<file path="src/rtl/dbg_guv_cmd_issuer.sv">
// Head-of-chain command source for a dbg_guv daisy chain: buffers register-write
// requests in a small FIFO and emits 32-bit command words with an enforced idle
// gap, optionally following each batch with a latch command.
module dbg_guv_cmd_issuer #(
  parameter int unsigned ADDR_WIDTH = 12,
  parameter int unsigned DEPTH_LOG2 = 3,
  parameter int unsigned GAP_CYCLES = 1,
  parameter int unsigned AUTO_LATCH = 1,
  parameter int unsigned LATCH_REG  = 15
) (
  input  logic                  clk,
  input  logic                  rst,
  input  logic [ADDR_WIDTH-1:0] req_addr,
  input  logic [3:0]            req_reg,
  input  logic [27-ADDR_WIDTH:0] req_val,
  input  logic                  req_TLAST,
  input  logic                  req_TVALID,
  output logic                  req_TREADY,
  output logic [31:0]           cmd_out_TDATA,
  output logic                  cmd_out_TVALID,
  output logic                  busy,
  output logic [15:0]           words_sent
);

  localparam int unsigned VAL_WIDTH = 28 - ADDR_WIDTH;
  localparam int unsigned DEPTH     = 1 << DEPTH_LOG2;
  localparam int unsigned CW        = DEPTH_LOG2 + 1;
  localparam int unsigned CNT_W     = (GAP_CYCLES > 0) ? $clog2(GAP_CYCLES + 1) : 1;

  typedef struct packed {
    logic [ADDR_WIDTH-1:0] addr;
    logic [3:0]            rg;
    logic [VAL_WIDTH-1:0]  val;
    logic                  last;
  } entry_t;

  typedef enum logic [1:0] {IDLE, EMIT, LATCH, GAP} state_t;

  entry_t                mem [DEPTH];
  entry_t                head;
  logic [DEPTH_LOG2-1:0] wr_ptr, rd_ptr;
  logic [CW-1:0]         count, count_nxt;
  logic                  push, pop, resume;
  state_t                state, state_nxt;
  logic                  latch_pend, latch_pend_nxt;
  logic [CNT_W-1:0]      gap_cnt, gap_cnt_nxt;
  logic                  tvalid_c;
  logic [31:0]           tdata_c;

  assign push = req_TVALID && req_TREADY;

  // Occupancy after this cycle's push/pop.
  always_comb begin
    count_nxt = count;
    if (push && !pop)      count_nxt = count + CW'(1);
    else if (!push && pop) count_nxt = count - CW'(1);
  end

  // FIFO storage; contents need no reset since occupancy guards every read.
  always_ff @(posedge clk) begin
    if (push) mem[wr_ptr] <= '{addr: req_addr, rg: req_reg, val: req_val, last: req_TLAST};
  end

  // FIFO pointers, occupancy, ready flag and the popped head entry.
  always_ff @(posedge clk) begin
    if (rst) begin
      wr_ptr     <= '0;
      rd_ptr     <= '0;
      count      <= '0;
      req_TREADY <= 1'b0;
      head       <= '0;
    end else begin
      if (push) wr_ptr <= wr_ptr + DEPTH_LOG2'(1);
      if (pop) begin
        rd_ptr <= rd_ptr + DEPTH_LOG2'(1);
        head   <= mem[rd_ptr];
      end
      count      <= count_nxt;
      req_TREADY <= (count_nxt != CW'(DEPTH));
    end
  end

  // FSM state register with gap counter and pending-latch flag.
  always_ff @(posedge clk) begin
    if (rst) begin
      state      <= IDLE;
      latch_pend <= 1'b0;
      gap_cnt    <= '0;
    end else begin
      state      <= state_nxt;
      latch_pend <= latch_pend_nxt;
      gap_cnt    <= gap_cnt_nxt;
    end
  end

  // Next-state: 'resume' means behave as IDLE would (pop the next entry if any).
  always_comb begin
    state_nxt      = state;
    pop            = 1'b0;
    resume         = 1'b0;
    latch_pend_nxt = latch_pend;
    gap_cnt_nxt    = (state == GAP) ? gap_cnt - CNT_W'(1) : gap_cnt;
    case (state)
      IDLE: resume = 1'b1;
      EMIT: begin
        if (head.last && (AUTO_LATCH != 0)) begin
          if (GAP_CYCLES != 0) begin
            state_nxt      = GAP;
            gap_cnt_nxt    = CNT_W'(GAP_CYCLES);
            latch_pend_nxt = 1'b1;
          end else begin
            state_nxt = LATCH;
          end
        end else if (GAP_CYCLES != 0) begin
          state_nxt   = GAP;
          gap_cnt_nxt = CNT_W'(GAP_CYCLES);
        end else begin
          resume = 1'b1;
        end
      end
      LATCH: begin
        if (GAP_CYCLES != 0) begin
          state_nxt   = GAP;
          gap_cnt_nxt = CNT_W'(GAP_CYCLES);
        end else begin
          resume = 1'b1;
        end
      end
      GAP: begin
        if (gap_cnt <= CNT_W'(1)) begin
          if (latch_pend) begin
            state_nxt      = LATCH;
            latch_pend_nxt = 1'b0;
          end else begin
            resume = 1'b1;
          end
        end
      end
      default: state_nxt = IDLE;
    endcase
    if (resume) begin
      if (count != '0) begin
        pop       = 1'b1;
        state_nxt = EMIT;
      end else begin
        state_nxt = IDLE;
      end
    end
  end

  // Output decode: word to present on the next cycle.
  always_comb begin
    tvalid_c = (state == EMIT) || (state == LATCH);
    tdata_c  = cmd_out_TDATA;
    if (state == EMIT)  tdata_c = {head.addr, head.rg, head.val};
    if (state == LATCH) tdata_c = {head.addr, 4'(LATCH_REG), {VAL_WIDTH{1'b0}}};
  end

  // Registered outputs; TDATA holds its last word while idle.
  always_ff @(posedge clk) begin
    if (rst) begin
      cmd_out_TVALID <= 1'b0;
      cmd_out_TDATA  <= '0;
      words_sent     <= '0;
      busy           <= 1'b0;
    end else begin
      cmd_out_TVALID <= tvalid_c;
      if (tvalid_c) begin
        cmd_out_TDATA <= tdata_c;
        words_sent    <= words_sent + 16'd1;
      end
      busy <= (count_nxt != '0) || (state_nxt != IDLE);
    end
  end

endmodule

</file>
<file path="config.mk">
export PLATFORM = sky130hd
export DESIGN_NAME = dbg_guv_cmd_issuer
export DESIGN_NICKNAME = d
export VERILOG_FILES = /design/src/rtl/dbg_guv_cmd_issuer.sv
export SDC_FILE = /design/constraint.sdc
export NUM_CORES = 1
export LEC_CHECK = 0
export ABC_AREA = 1
export CORE_MARGIN = 2
export CORE_UTILIZATION = 50
export DETAILED_ROUTE_END_ITERATION = 10
export PLACE_DENSITY = 0.71
export SKIP_CTS_REPAIR_TIMING = 1
export SLEW_MARGIN = 10
export SYNTH_ARGS = -nofsm -noshare
export SYNTH_HDL_FRONTEND = slang
export SYNTH_SLANG_ARGS = --single-unit
</file>
<file path="constraint.sdc">
create_clock -name clk -period 3.7 [get_ports clk]
set_input_delay 1.11 -clock clk [delete_from_list [all_inputs] [get_ports clk]]
set_output_delay 1.11 -clock clk [all_outputs]
set_load 0.01 [all_outputs]
</file>
==> results.txt, run 1 <==
Clk_lat worst skew: 0.52 ns
Fmax: 377 MHz
DP Worst Slack: 0.598 ns
Sequential element share of the synthesized area: 71.6%
Clock slew at reported path FFs: 0.06 ns
Port bufs: 86
Setup crit start kind: register
Top cell type's share of synthesized area: 57.5%
Worst-Margin Slew: 0.805 ns
Initial Util: 51.0%
Post-Route M1 WL: 13400 um
DRT antenna net count: 0
Top_reg_cell synth: edfxtp_1
DP Wirelength: 16500 um
Root buf cell: clkbuf_16
Worst path required time: 2.59 ns
I/O pin count: 87
Status: completed
Post-Syn Instances: 1158
FF+latch area: 9880 sq um
WL per Instance: 18.4 um
CP max FO: 7
Max H-tree Level: 2
Register bit total from synthesis: 361
Buf/Inv on CP: 1
Fin worst setup slack: 1.05 ns
Ys async rst share: 0%
Placer Congestion: 0.800
Critical path arrival: 1.54 ns
VDD IR max: 344 uV
Die H: 170 um
Critical R2R Capture: head[15]
Die area: 28900 sq um
Slowest-stage cell, CP: clkdlybuf4s50_1
Post-route minimum period: 2.65 ns
Fin Setup TNS: 0 ns
Initial antenna violation count: 0
Syn_area_per_cell: 11.9 sq um
Clock buffer count from CTS: 37
Worst path cell trace: clkdlybuf4s50_1
Final std cells w/o fill: 1594
CTS tree: built
Largest net degree at the start of global routing: 85
Hold Crit Depth: 2
Setup violations, final: 0
Multi-input logic area: 3490 sq um
Grt ovf: 0
Number of max-cap violations: 0
RSZ-0062 raised after global routing: false
R2R setup slack: 1.24 ns
Area grow syn2layout: 17.6%
CTS sink count: 361
Hold Vio Cnt, Final: 0
Layout fillers: 2099
Die width: 170 um
Post-Route WL: 29300 um
Overall Global Routing Usage: 20.4%
Net Count, Synth: 1203
Clock buffer depth: 3
Mapped Area: 13800 sq um
First-pass GRT wire length: 45800 um
Synth cell types: 35
EDFF count, synth: 264
Layout cells sized above 1: 8.06%
Synth top area cells: edfxtp_1, dfxtp_1, o21ai_0
Most common library cells after synthesis: edfxtp_1, nor2_1, o21ai_0
Routed met2 length: 13500 um
Final net count: 1275
Critical path type: reg2out
Worst min-delay path category: reg2reg
Worst reg-to-reg path cell count: 6
Vias: 8961
Worst rel slew slack: 46.3%
Vias/cell: 5.62
Max-slew violation count: 0
Worst hold endpoint: cmd_out_TDATA[10]
Top layer in use: met4
Largest stage delay, worst path: 0.58 ns
Reg-to-reg critical path startpoint: rd_ptr[0]
Top-count cell post-synth: edfxtp_1
Pre-antenna DRT Iters: 5
Max Clock Skew: 0.0185 ns
Hold Crit Start: head[11]
Power, Total: 11.5 mW
Met3 wire length: 1800 um
Crit end category: output pin
CP startpoint: words_sent[6]
Core area: 27000 sq um
# diodes: 0
Number of global-route vias before repair: 8478
Final period utilization: 71.7%
Synth area leader: edfxtp_1
Crit path max-delay family: buffers and inverters
Iteration-0 DRC Markers: 857
Residual DRC: 0
Dpl cells: 1532
Leakage: 5.37 nW
Hold Slack: 0.456 ns
Warnings from Yosys: 0
Pwr per Cell Area: 709 nW/um^2
# rows: 60
## worst min-delay path, stage by stage, from the launching register on
cell	delay [ns]
dfxtp_1	0.30
nand2_1	0.06
a21oi_1	0.05
## per-stage QoR
step,util (%),area [sq um]
2_1_floorplan,-,13800
3_3_place_gp,55.7,15000
3_5_place_dp,55.7,15000
4_1_cts,60.0,16200
5_1_grt,60.0,16200
6_report,60.0,16200
## cell usage in the layout, fill, tap and decap left out, drive strengths merged, types with 9 or more instances in the layout
cell type and instances:
a21oi 72, buf 20, clkbuf 48, clkdlybuf4s50 86, clkinv 10, dfxtp 97
edfxtp 264, ha 9, inv 32, nand2 76, nand3 19, nor2 198
nor3 10, o21ai 226, o221ai 33, o22ai 33
## where the power goes
| part | internal, mW | switching [mW] |
|---|---|---|
| logic | 0.970 | 1.89 |
| clock network | 2.14 | 1.46 |
| registers | 4.76 | 0.277 |
| total | 7.87 | 3.63 |
## area by class of cell
type / count / area share, %
multi-input combinational: 690 / 21.5
sequential: 361 / 60.9
tap: 341 / 2.63
clock buffer: 48 / 6.03
timing repair buffer: 106 / 6.93
inverter: 34 / 0.803
clock inverter: 14 / 1.16
## flip-flops by register name, summed over array words and instances (netlist names), 2 cells and up
register and flops:
wr_ptr 3, words_sent 16, rd_ptr 3, count 4
cmd_out_TDATA 32, state 2, mem 264, head 33
## cell families after synthesis
group                      after synthesis  synth area share [%]
buffers and inverters                  107                  3.54
adders and majority gates                9                 0.817
and+or+nand+nor                        310                  9.26
AOI/OAI and AO/OA                      368                  14.6
xor gates and xnor gates                 3                 0.191
DFF                                    361                  71.6
## worst max-delay path by stage
stage / end / slack [ns] / depth (start not counted)
finish: words_sent[6] / 1.05 / 1
global route: words_sent[6] / 0.98 / 1
detailed placement: mem[6][10] / 0.60 / 6
global placement: mem[4][16] / 0.67 / 6
CTS: words_sent[6] / 1.03 / 1
floorplan: mem[0][0] / 0.33 / 4
## metal layers
layer | GRT usage (%) | vias to the layer above
li1 | - | 4348
met1 | 28.9 | 4265
met2 | 32.9 | 301
met3 | 3.58 | 47
met4 | 5.57 | 0
met5 | 0 | -
No activity file was read; power rests on OpenSTA's default activity.
==> inputs of run 2 (changes only) <==
--- a/config.mk
+++ b/config.mk
@@ -9,7 +9,7 @@
 export CORE_MARGIN = 2
 export CORE_UTILIZATION = 50
 export DETAILED_ROUTE_END_ITERATION = 10
-export PLACE_DENSITY = 0.71
+export PLACE_DENSITY = 0.74
 export SKIP_CTS_REPAIR_TIMING = 1
 export SLEW_MARGIN = 10
 export SYNTH_ARGS = -nofsm -noshare
==> constraint.sdc (replaced) <==
create_clock -name clk -period 2.3 [get_ports clk]
set_input_delay 0.69 -clock clk [delete_from_list [all_inputs] [get_ports clk]]
set_output_delay 0.69 -clock clk [all_outputs]
set_load 0.01 [all_outputs]
==> run 2 against run 1 <==
First-iteration DRC count up 10%. Count of clock-buffer cells in the layout up 6. Utilization up 1.1 points. Largest cell class unchanged. Largest power group unchanged.
==> results.txt, run 2 (synthesis results as in run 1) <==
Status: completed (unchanged)
Leakage: 5.52 nW (was 5.37 nW)
# diodes: 0 (unchanged)
Hold Vio Cnt, Final: 0 (unchanged)
Initial Util: 51.0% (unchanged)
Pre-antenna DRT Iters: 8 (was 5)
Commonest non-fill, non-tap cell in the layout: edfxtp_1 (unchanged)
Iteration-0 DRC Markers: 943 (was 857)
Vias/cell: 5.65 (was 5.62)
Residual DRC: 0 (unchanged)
# rows: 60 (unchanged)
Die H: 170 um (unchanged)
CTS tree: built (unchanged)
Clock buffer depth: 3 (unchanged)
Setup violations, final: 0 (unchanged)
Power, Total: 18.8 mW (was 11.5 mW)
Fin worst setup slack: 0.0633 ns (was 1.05 ns)
Die width: 170 um (unchanged)
Slowest-stage cell, CP: clkdlybuf4s50_1 (unchanged)
I/O pin count: 87 (unchanged)
Worst-Margin Slew: 0.659 ns (was 0.805 ns)
Critical path type: reg2out (unchanged)
Pwr per Cell Area: 1140 nW/um^2 (was 709 nW/um^2)
Max-slew violation count: 0 (unchanged)
DRT antenna net count: 0 (unchanged)
WL per Instance: 18.7 um (was 18.4 um)
Buf/Inv on CP: 1 (unchanged)
First-pass GRT wire length: 47200 um (was 45800 um)
Clock buffer count from CTS: 37 (unchanged)
VDD IR max: 642 uV (was 344 uV)
Port bufs: 86 (unchanged)
Area grow syn2layout: 19.7% (was 17.6%)
CP max FO: 7 (unchanged)
Worst path cell trace: clkdlybuf4s50_1 (unchanged)
Largest register by flop count: mem (unchanged)
Final period utilization: 97.2%
Final net count: 1296 (was 1275)
Max reg flops: 264 (unchanged)
Top flop regs: mem x264, head x33, cmd_out_TDATA x32 (unchanged)
Die area: 28900 sq um (unchanged)
Clk_lat worst skew: 0.52 ns (about the same)
Max Clock Skew: 0.0189 ns (was 0.0185 ns)
Core area: 27000 sq um (unchanged)
Initial antenna violation count: 1 (was 0)
Worst path required time: 1.61 ns (was 2.59 ns)
Largest stage delay, worst path: 0.58 ns (about the same)
Worst min-delay path category: reg2reg (unchanged)
Number of max-cap violations: 0 (unchanged)
Largest net degree at the start of global routing: 60 (was 85)
Vias: 9160 (was 8961)
Crit path max-delay family: buffers and inverters (unchanged)
Setup crit start kind: register (unchanged)
Post-Route WL: 30200 um (was 29300 um)
Overall Global Routing Usage: 21.0% (was 20.4%)
Most frequent cells in the layout: edfxtp_1, o21ai_0, nor2_1 (unchanged)
Root buf cell: clkbuf_16 (unchanged)
CTS sink count: 361 (unchanged)
Clock slew at reported path FFs: 0.06 ns (about the same)
Fin Setup TNS: 0 ns (unchanged)
Layout cells sized above 1: 9.38% (was 8.06%)
Grt ovf: 0 (unchanged)
Number of global-route vias before repair: 8795 (was 8478)
Post-route minimum period: 2.24 ns
Worst rel slew slack: 56.0% (was 46.3%)
Hold Slack: 0.461 ns (was 0.456 ns)
Placer Congestion: 0.836 (was 0.800)
Max H-tree Level: 2 (unchanged)
Crit end category: output pin (unchanged)
DP Worst Slack: -0.158 ns (was 0.598 ns)
DP Wirelength: 19000 um (was 16500 um)
Critical path arrival: 1.55 ns (was 1.54 ns)
RSZ-0062 raised after global routing: false (unchanged)
Fmax: 447 MHz
run 2: stage by stage:
step           cells  utilization, %  area (sq um)
6_report        1620            61.1         16500
4_1_cts         1620            61.1         16500
2_1_floorplan   1158               -         13800
3_5_place_dp    1553            56.7         15300
5_1_grt         1620            61.1         16500
3_3_place_gp    1553            56.7         15300
run 2: power by group:
part           leakage, nW  internal (mW)  switching, mW  total, mW
Sequential            3.18           7.66          0.353       8.01
Combinational         1.76           1.76           3.21       4.98
Clock                0.576           3.43           2.34       5.76
Total                 5.52           12.8           5.91       18.8
run 2: area by class of cell:
class | count | area, sq um
clock inverter | 13 | 113
inverter | 34 | 133
sequential | 361 | 9880
multi-input combinational | 690 | 3490
fill | 2079 | 10500
timing repair buffer | 127 | 1410
clock buffer | 54 | 1060
tap | 341 | 427
run 2: path summary, 6_finish.rpt:
path	start	endpoint	slack, ns	cells after the start
setup reg to reg	state[0]	busy	0.28	12
hold reg to reg	cmd_out_TDATA[6]	cmd_out_TDATA[6]	0.46	2
hold / removal	cmd_out_TDATA[6]	cmd_out_TDATA[6]	0.46	2
setup / recovery	words_sent[11]	words_sent[11]	0.06	1
run 2: metal layers:
| layer | wire (um) | track usage (%) |
|---|---|---|
| met5 | 0 | 0 |
| met4 | 666 | 6.95 |
| met3 | 2020 | 3.65 |
| met2 | 14100 | 34.0 |
| met1 | 13400 | 29.1 |
==> inputs of run 3 (changes only) <==
--- a/config.mk
+++ b/config.mk
@@ -6,10 +6,12 @@
 export NUM_CORES = 1
 export LEC_CHECK = 0
 export ABC_AREA = 1
-export CORE_MARGIN = 2
+export CORE_MARGIN = 4
 export CORE_UTILIZATION = 50
 export DETAILED_ROUTE_END_ITERATION = 10
+export HOLD_SLACK_MARGIN = 0.06
 export PLACE_DENSITY = 0.74
+export REMOVE_ABC_BUFFERS = 1
 export SKIP_CTS_REPAIR_TIMING = 1
 export SLEW_MARGIN = 10
 export SYNTH_ARGS = -nofsm -noshare
==> run 3 against run 2 <==
Non-clock buffer count up 2. Final cell count up 0.19%. Flip-flop and latch count unchanged. Utilization up 0.24 points. Largest cell class unchanged. Fmax down 0.14%. Global-route usage down 1.6 points. Wire length down 1.1%. Hold slack better by 0.00057 ns. Worst setup slack worse by 0.0032 ns. Clock skew down 0.00081 ns. Sequential power about the same. Total power up 0.55%.
==> results.txt, run 3 (synthesis results as in run 1) <==
Status: completed (unchanged)
Worst rel slew slack: 45.6% (was 56.0%)
Number of global-route vias before repair: 9160 (was 8795)
Critical path arrival: 1.55 ns (about the same)
Clock buffer count from CTS: 37 (unchanged)
Worst-Margin Slew: 0.815 ns (was 0.659 ns)
Hold Slack: 0.462 ns (was 0.461 ns)
Hold Vio Cnt, Final: 0 (unchanged)
Residual DRC: 0 (unchanged)
Max-slew violation count: 0 (unchanged)
Layout cells sized above 1: 9.98% (was 9.38%)
Die width: 174 um (was 170 um)
Buf/Inv on CP: 1 (unchanged)
First-pass GRT wire length: 47600 um (was 47200 um)
Clock slew at reported path FFs: 0.06 ns (about the same)
Clk_lat worst skew: 0.52 ns (about the same)
Pwr per Cell Area: 1140 nW/um^2 (about the same)
Worst path cell trace: clkdlybuf4s50_1 (unchanged)
WL per Instance: 18.4 um (was 18.7 um)
Fin Setup TNS: 0 ns (unchanged)
Critical R2R Capture: busy (unchanged)
Placer Congestion: 0.830 (was 0.836)
Max reg flops: 264 (unchanged)
Max H-tree Level: 2 (unchanged)
Core area: 27000 sq um (unchanged)
Vias/cell: 5.68 (was 5.65)
DP Worst Slack: -0.108 ns (was -0.158 ns)
Top flop regs: mem x264, head x33, cmd_out_TDATA x32 (unchanged)
Critical Path Stages: 1 (unchanged)
Part of the power in registers: 42.6% (was 42.7%)
Iteration-0 DRC Markers: 916 (was 943)
# rows: 60 (unchanged)
Largest net degree at the start of global routing: 134 (was 60)
Crit path max-delay family: buffers and inverters (unchanged)
Worst min-delay path category: reg2reg (unchanged)
Crit end category: output pin (unchanged)
Area grow syn2layout: 20.2% (was 19.7%)
Most frequent cells in the layout: edfxtp_1, o21ai_0, nor2_1 (unchanged)
Largest register by flop count: mem (unchanged)
Slowest-stage cell, CP: clkdlybuf4s50_1 (unchanged)
Grt ovf: 0 (unchanged)
Max Clock Skew: 0.0181 ns (was 0.0189 ns)
Fin worst setup slack: 0.0601 ns (was 0.0633 ns)
# diodes: 0 (unchanged)
Worst reg-to-reg path cell count: 14 (was 12)
Net Sw Power: 5.85 mW (was 5.91 mW)
DRT antenna net count: 0 (unchanged)
Largest stage delay, worst path: 0.58 ns (about the same)
Root buf cell: clkbuf_16 (unchanged)
Post-Route WL: 29900 um (was 30200 um)
Commonest non-fill, non-tap cell in the layout: edfxtp_1 (unchanged)
Pre-antenna DRT Iters: 5 (was 8)
Fmax: 446 MHz (was 447 MHz)
CP max FO: 7 (unchanged)
Port bufs: 86 (unchanged)
Die area: 30300 sq um (was 28900 sq um)
Vias: 9226 (was 9160)
Critical path type: reg2out (unchanged)
I/O pin count: 87 (unchanged)
Pint: 13.0 mW (was 12.8 mW)
Reg-to-reg critical path startpoint: state[0] (unchanged)
Initial Util: 51.0% (unchanged)
Final period utilization: 97.4% (was 97.2%)
Leakage: 5.56 nW (was 5.52 nW)
Setup violations, final: 0 (unchanged)
Post-route minimum period: 2.24 ns (about the same)
Final net count: 1298 (was 1296)
R2R setup slack: 0.26 ns (was 0.28 ns)
VDD IR max: 750 uV (was 642 uV)
Clock buffer depth: 3 (unchanged)
Power, Total: 18.9 mW (was 18.8 mW)
Setup crit start kind: register (unchanged)
Worst setup path endpoint: words_sent[6] (was words_sent[11])
Clock power share: 32.0% (was 30.7%)
RSZ-0062 raised after global routing: false (unchanged)
CTS sink count: 361 (unchanged)
DP Wirelength: 18200 um (was 19000 um)
Combinational Power Share: 25.4% (was 26.5%)
CTS tree: built (unchanged)
Overall Global Routing Usage: 19.4% (was 21.0%)
Initial antenna violation count: 0 (was 1)
Net Sw Frac: 31.0% (was 31.5%)
Hold Crit Start: head[6] (was cmd_out_TDATA[6])
Die H: 174 um (was 170 um)
Number of max-cap violations: 0 (unchanged)
Worst path required time: 1.61 ns (about the same)
CP startpoint: words_sent[6] (was words_sent[11])
==> run 3: cell type report <==
| cell class | count | area [sq um] |
|---|---|---|
| inverter | 34 | 133 |
| fill | 2022 | 10500 |
| clock inverter | 19 | 200 |
| sequential | 361 | 9880 |
| clock buffer | 49 | 1040 |
| tap | 341 | 427 |
| timing repair buffer | 129 | 1400 |
| multi-input combinational | 690 | 3490 |
==> run 3: routing by layer <==
layer	part of all wire [%]	track usage, %	routed length (um)
met5	0	0	0
met4	1.8	5.21	540
met1	42	25.3	12600
met2	49	34.0	14700
met3	6.7	3.15	2010
==> run 3: worst min path at each step <==
stage	cells past startpoint	endpoint	slack (ns)
3_3_place_gp	2	cmd_out_TDATA[5]	0.45
6_report	2	cmd_out_TDATA[5]	0.46
3_5_place_dp	2	cmd_out_TDATA[13]	0.45
4_1_cts	2	cmd_out_TDATA[8]	0.46
2_1_floorplan	2	cmd_out_TDATA[0]	0.43
5_1_grt	2	cmd_out_TDATA[8]	0.48
==> run 3: power groups by stage <==
stage / clock (mW) / combinational (mW) / sequential, mW
global route: 6.38 / 5.36 / 8.10
floorplan: 0 / 2.49 / 8.36
CTS: 6.13 / 4.81 / 8.02
detailed placement: 0 / 4.76 / 8.15
global placement: 0 / 4.64 / 8.13
finish: 6.04 / 4.79 / 8.02
==> run 3: metrics by stage <==
stage / area, sq um / utilization (%) / instances
after global routing: 16600 / 61.3 / 1623
after global placement: 15300 / 56.7 / 1555
after CTS: 16600 / 61.3 / 1623
after floorplan: 13400 / - / 1085
final: 16600 / 61.3 / 1623
after detailed placement: 15300 / 56.7 / 1555
